--- src/rtl/brm_alu_controller.sv ---
// brm_alu_controller: multi-cycle Moore sequencer that drives the 16-bit
// register-file / shifter / ALU datapath for MOV, ADD, CMP, AND and MVN.
module brm_alu_controller #(
    parameter int INSTR_W        = 16,
    parameter bit ERR_ON_ILLEGAL = 1'b1
) (
    input  logic               clk,
    input  logic               reset,
    input  logic               s,
    input  logic               load,
    input  logic [INSTR_W-1:0] in,
    output logic               w,
    output logic               err,
    output logic [2:0]         nsel,
    output logic [2:0]         readnum,
    output logic [2:0]         writenum,
    output logic               loada,
    output logic               loadb,
    output logic               asel,
    output logic               bsel,
    output logic [1:0]         ALUop,
    output logic [1:0]         shift,
    output logic               loadc,
    output logic               loads,
    output logic [1:0]         vsel,
    output logic               write,
    output logic [15:0]        sximm8
);

    typedef enum logic [2:0] {
        S_WAIT,
        S_DECODE,
        S_GET_A,
        S_GET_B,
        S_EXEC,
        S_STATUS,
        S_WR_IMM,
        S_WR_REG
    } state_e;

    state_e             state_q, state_d;
    logic [INSTR_W-1:0] ir_q, ir_d;
    logic               err_q, err_d;

    logic [2:0] opcode;
    logic [1:0] op;
    logic       is_mov_imm;
    logic       is_mov_reg;
    logic       is_alu;
    logic       is_cmp;
    logic       is_mvn;

    assign opcode     = ir_q[15:13];
    assign op         = ir_q[12:11];
    assign is_mov_imm = (opcode == 3'b110) && (op == 2'b10);
    assign is_mov_reg = (opcode == 3'b110) && (op == 2'b00);
    assign is_alu     = (opcode == 3'b101);
    assign is_cmp     = is_alu && (op == 2'b01);
    assign is_mvn     = is_alu && (op == 2'b11);

    always_ff @(posedge clk or posedge reset) begin
        if (reset) begin
            state_q <= S_WAIT;
            ir_q    <= '0;
            err_q   <= 1'b0;
        end else begin
            state_q <= state_d;
            ir_q    <= ir_d;
            err_q   <= err_d;
        end
    end

    // IR and err only change in WAIT/DECODE, so a load mid-op is dropped
    always_comb begin
        state_d = state_q;
        ir_d    = ir_q;
        err_d   = err_q;
        unique case (state_q)
            S_WAIT: begin
                if (load) begin
                    ir_d = in;
                end
                if (s) begin
                    state_d = S_DECODE;
                    err_d   = 1'b0;
                end
            end
            S_DECODE: begin
                if (is_mov_imm) begin
                    state_d = S_WR_IMM;
                end else if (is_mov_reg || is_mvn) begin
                    state_d = S_GET_B;
                end else if (is_alu) begin
                    state_d = S_GET_A;
                end else begin
                    state_d = S_WAIT;
                    err_d   = ERR_ON_ILLEGAL;
                end
            end
            S_GET_A:  state_d = S_GET_B;
            S_GET_B:  state_d = is_cmp ? S_STATUS : S_EXEC;
            S_EXEC:   state_d = S_WR_REG;
            S_STATUS: state_d = S_WAIT;
            S_WR_IMM: state_d = S_WAIT;
            S_WR_REG: state_d = S_WAIT;
            default:  state_d = S_WAIT;
        endcase
    end

    always_comb begin
        w     = 1'b0;
        nsel  = 3'b000;
        loada = 1'b0;
        loadb = 1'b0;
        asel  = 1'b0;
        ALUop = 2'b00;
        shift = 2'b00;
        loadc = 1'b0;
        loads = 1'b0;
        vsel  = 2'b00;
        write = 1'b0;
        unique case (state_q)
            S_WAIT: w = 1'b1;
            S_GET_A: begin
                nsel  = 3'b001;
                loada = 1'b1;
            end
            S_GET_B: begin
                nsel  = 3'b100;
                loadb = 1'b1;
            end
            S_EXEC: begin
                ALUop = is_mov_reg ? 2'b00 : op;
                asel  = is_mov_reg || is_mvn;
                shift = ir_q[4:3];
                loadc = 1'b1;
            end
            S_STATUS: begin
                ALUop = 2'b01;
                shift = ir_q[4:3];
                loads = 1'b1;
            end
            S_WR_IMM: begin
                nsel  = 3'b001;
                vsel  = 2'b10;
                write = 1'b1;
            end
            S_WR_REG: begin
                nsel  = 3'b010;
                write = 1'b1;
            end
            default: ;
        endcase
    end

    always_comb begin
        readnum = 3'b000;
        unique case (1'b1)
            nsel[0]: readnum = ir_q[10:8];
            nsel[1]: readnum = ir_q[7:5];
            nsel[2]: readnum = ir_q[2:0];
            default: readnum = 3'b000;
        endcase
    end

    assign writenum = readnum;
    assign bsel     = 1'b0;
    assign err      = err_q;
    assign sximm8   = {{8{ir_q[7]}}, ir_q[7:0]};

endmodule

--- config.mk ---
export PLATFORM = sky130hd
export DESIGN_NAME = brm_alu_controller
export DESIGN_NICKNAME = d
export VERILOG_FILES = /design/src/rtl/brm_alu_controller.sv
export SDC_FILE = /design/constraint.sdc
export NUM_CORES = 1
export LEC_CHECK = 0
export CORE_ASPECT_RATIO = 2
export CORE_MARGIN = 10
export CORE_UTILIZATION = 38
export CTS_BUF_LIST = sky130_fd_sc_hd__clkbuf_4
export CTS_CLUSTER_SIZE = 24
export DETAILED_ROUTE_END_ITERATION = 8
export GPL_TIMING_DRIVEN = 0
export HOLD_SLACK_MARGIN = 0.05
export MAX_ROUTING_LAYER = met4
export PLACE_DENSITY = 0.77
export RECOVER_POWER = 100
export SETUP_SLACK_MARGIN = 0.05
export SLEW_MARGIN = 40
export SYNTH_ARGS = -nofsm -noshare
export SYNTH_HDL_FRONTEND = slang
export SYNTH_SLANG_ARGS = --single-unit
--- constraint.sdc ---
create_clock -name clk -period 1.35 [get_ports clk]
set_input_delay 0.27 -clock clk [delete_from_list [all_inputs] [get_ports clk]]
set_output_delay 0.27 -clock clk [all_outputs]
set_load 0.03 [all_outputs]
==> summary.md <==
The run gives 0 as the max-slew violation count. Counting instances in the post-synthesis netlist gives the leading cell types as sky130_fd_sc_hd__buf_4, sky130_fd_sc_hd__dfrtp_1, sky130_fd_sc_hd__mux2_4. The peak fanout along the critical path was 6. The average wire length per cell after detail routing came out at 21.5 um.

The largest clock skew in the final design is 8.30 ps, and the number of remaining DRC errors is 0. The kind of cell with the highest combined delay along the critical path is flip-flops. The first routing iteration left 28 violations. TritonCTS built the clock tree. For this run, the detailed router's first-pass iteration total came to 4. A synthesized cell averages 11.2 um^2.

The achievable frequency is 0.520 GHz. The die covers 0.00628 mm^2. The total of buffers placed on input and output ports is 57, and the clock network latency to the later pin of the worst-skew pair is 320 ps.

Counting the fill cells in the layout gives 196. The run gives 0 as the count of max-cap constraint violations. The count of synthesis-stage warnings from yosys is 0, and the shortest clock period the worst path allows after layout is 1920 ps. The run gives 0 as the number of hold violations in the final report. Of all flip-flops after synthesis, the portion carrying an async set or reset was 100%.

The depth of the CTS H-tree is 1. Measured along the y axis, the die boundary spans 103 um. Synthesis produced 115 cells.

In the global route stage, overall resource usage came out at 15.3%. After routing the design area is 0.00266 mm^2. The synthesis-to-finish area growth works out to 105%.

The maximum clock path buffer count is 2, and the part of the power in the clock network is 4.2%. From left edge to right edge, the die measures 61.3 um. The run finished, with violations left. The floorplan has 30 rows. The netlist uses 34 different library cells. Setup violations remaining at the end of the flow were counted as 49.

Total wirelength of the detailed-routed design: 5260 um. Final layout net count: 234. The most numerous cell on the critical path was sky130_fd_sc_hd__buf_6.

CTS saw 20 sinks. The first global-routing pass estimated 7180 um of wire. Once detailed placement completed, the half-perimeter wirelength came to 2970 um. Proportion of power drawn by combinational gates: 78.3%. Once detail routing completed, the nets flagged for antenna violations numbered 0. At the pin with the least slew margin, the transition time is 785 ps. The element type at the critical path start is a register. The largest total area in the synthesized netlist belongs to sky130_fd_sc_hd__dfrtp_1. At the worst endpoint, the required time is 1080 ps. The final reports fail on negative setup slack. Entering global routing, the biggest net connects 21 pins. The maximum single-stage delay on the critical path came out at 450 ps.

The tools report the total global routing overflow as 0. The initial antenna violation count was 0; the part of the power in registers was 17.5%. The count of buffering cells on the critical path with inverters included is 3. The tools report the slack of the critical path as -571 ps.

Among all cell types in the netlist, the one instantiated most often is sky130_fd_sc_hd__buf_4. The count of flip-flops with a built-in enable after synthesis was 0. The worst path arrival time was 1650 ps. The worst setup path is captured at an output port. The kind of critical path is reg -> out.

Normalized max-slew margin: 47.6%. The signal on the critical path passes through buf_8, mux2i_1, nand2_1, o211a_4, buf_6, buf_6. Detailed-route via count: 1279. The starting density of the core was 38.7%; the cell area reported after detailed placement was 0.00200 mm^2. The analysis attributes to net switching a power of 3.13 mW. During I/O placement, the number of pins put on the boundary was 60. The clock-pin slew reported for the worst setup and hold paths after clock tree synthesis is 120 ps. The tools report the sequential cell area fraction in the yosys report as 38.7%.

The tools report the antenna cell count as 0. The via density per instance was 5.22. The final critical path takes up 142% of the cycle. Cell-internal power: 4.31 mW. The top-area cell type share of the netlist area was 38.7%; the highest ir drop seen on vdd was 1.48 mV. Overall power consumption after layout is estimated at 7.44 mW.

In this run switching power makes up 42.0% of total power. In this run the static leakage power is 1.23 nW. The run gives 0.00129 mm^2 as the mapped cell area. Type of the tightest min-delay check: in -> async. Yosys attributes the largest share of cell area to sky130_fd_sc_hd__dfrtp_1, sky130_fd_sc_hd__buf_4, sky130_fd_sc_hd__mux2_4, sky130_fd_sc_hd__mux2_2, sky130_fd_sc_hd__and2_1. The slowest library cell on the worst path is sky130_fd_sc_hd__dfrtp_2. Hold repair after CTS inserted 0 buffers. TritonCTS created 3 clock buffers. Setup repair after global routing could not meet its margin everywhere.

The most used flip-flop cell after synthesis is sky130_fd_sc_hd__dfrtp_1. Power spread over the standard cell area amounts to 2800 mW/mm^2. The via count of the first global-routing pass came out at 1404.

Routability-driven placement finished with a final weighted congestion of 0.732. After synthesis the netlist holds a flip-flop and latch count of 20. Timing analysis after detailed placement gives a worst setup slack of -850 ps. The tools report the clock root buffer as sky130_fd_sc_hd__clkbuf_4. The post-route netlist has 72.3% of its cells at a drive strength greater than 1. The placeable core area came out at 0.00334 mm^2.
[final timing paths]
check | start | cells after the start | to | slack, ps
hold reg to reg | ir_q[8]$_DFFE_PP0P_ | 1 | ir_q[8]$_DFFE_PP0P_ | 560
max in group asynchronous | reset | 2 | ir_q[7]$_DFFE_PP0P_ | 280
setup reg to reg | state_q[0]$_DFFE_PP0P_ | 7 | ir_q[1]$_DFFE_PP0P_ | -400
hold / removal | reset | 2 | ir_q[4]$_DFFE_PP0P_ | 530
min in group clk | ir_q[8]$_DFFE_PP0P_ | 1 | ir_q[8]$_DFFE_PP0P_ | 560
setup / recovery | state_q[2]$_DFFE_PP0P_ | 6 | writenum[0] | -570
[power by group through the flow]
stage / clock network (mW) / logic [mW] / registers (mW)
after detailed placement: 0 / 3.86 / 1.27
after CTS: 0.297 / 5.09 / 1.22
after floorplan: 0 / 2.70 / 1.20
after global routing: 0.330 / 6.08 / 1.34
final: 0.310 / 5.83 / 1.30
after global placement: 0 / 3.78 / 1.25
[sequential cells by signal, summed over array words and instances, names as in the netlist]
| signal | flops |
|---|---|
| ir_q | 16 |
| err | 1 |
| state_q | 3 |
[layout by cell type (no fill, tap or decap), drive strengths merged, types with 2 or more instances in the layout]
| master | netlist | layout |
|---|---|---|
| clkdlybuf4s50 | 0 | 18 |
| clkbuf | 3 | 12 |
| and3 | 2 | 2 |
| nor3b | 3 | 3 |
| mux2 | 17 | 17 |
| conb | 1 | 2 |
| nor2b | 5 | 5 |
| buf | 25 | 93 |
| and3b | 4 | 4 |
| o21ai | 2 | 2 |
| dfrtp | 20 | 20 |
| nand2 | 4 | 4 |
| mux2i | 3 | 3 |
| and2 | 7 | 7 |
| o211a | 3 | 3 |
[cell families after synthesis]
kind of cell / Yosys count / synth area share, %
multiplexers: 20 / 20.0
AND/OR/NAND/NOR: 30 / 15.1
buffers and inverters: 29 / 17.0
AO/OA/AOI/OAI: 14 / 8.22
flip-flops: 20 / 38.7
XOR/XNOR: 1 / 0.677
other: 1 / 0.290
[final cells by class]
class | count | area (um^2) | area share [%]
timing repair buffer | 95 | 1000 | 37.7
multi-input combinational | 67 | 778 | 29.3
inverter | 1 | 3.75 | 0.141
clock buffer | 3 | 22.5 | 0.848
clock inverter | 1 | 3.75 | 0.141
tap | 32 | 40.0 | 1.51
buffer | 26 | 300 | 11.3
sequential | 20 | 505 | 19.0
[per-layer routing]
metal	track usage (%)	part of all wire, %
met5	-	0
met4	5.13	1.9
met3	1.73	4.7
met2	29.7	60
met1	14.3	33
[timing repair]
item | 4_1_cts | 5_1_grt
buffers inserted | 25 | 14
resized for setup | 289 | 49
pin swaps | 10 | 10
endpoints found under the setup margin | 57 | 58
gates cloned | 2 | 1
[metrics by stage]
step | instances | hold slack (ps) | setup TNS (ps) | util (%)
after floorplan | 116 | 234 | -5540 | -
after global placement | 205 | 514 | -17290 | 59.9
after detailed placement | 205 | 525 | -18970 | 59.9
after CTS | 236 | 430 | -11470 | 73.3
after global routing | 245 | 561 | -16480 | 79.5
final | 245 | 526 | -14570 | 79.5
(Power assumes the default switching activity.)
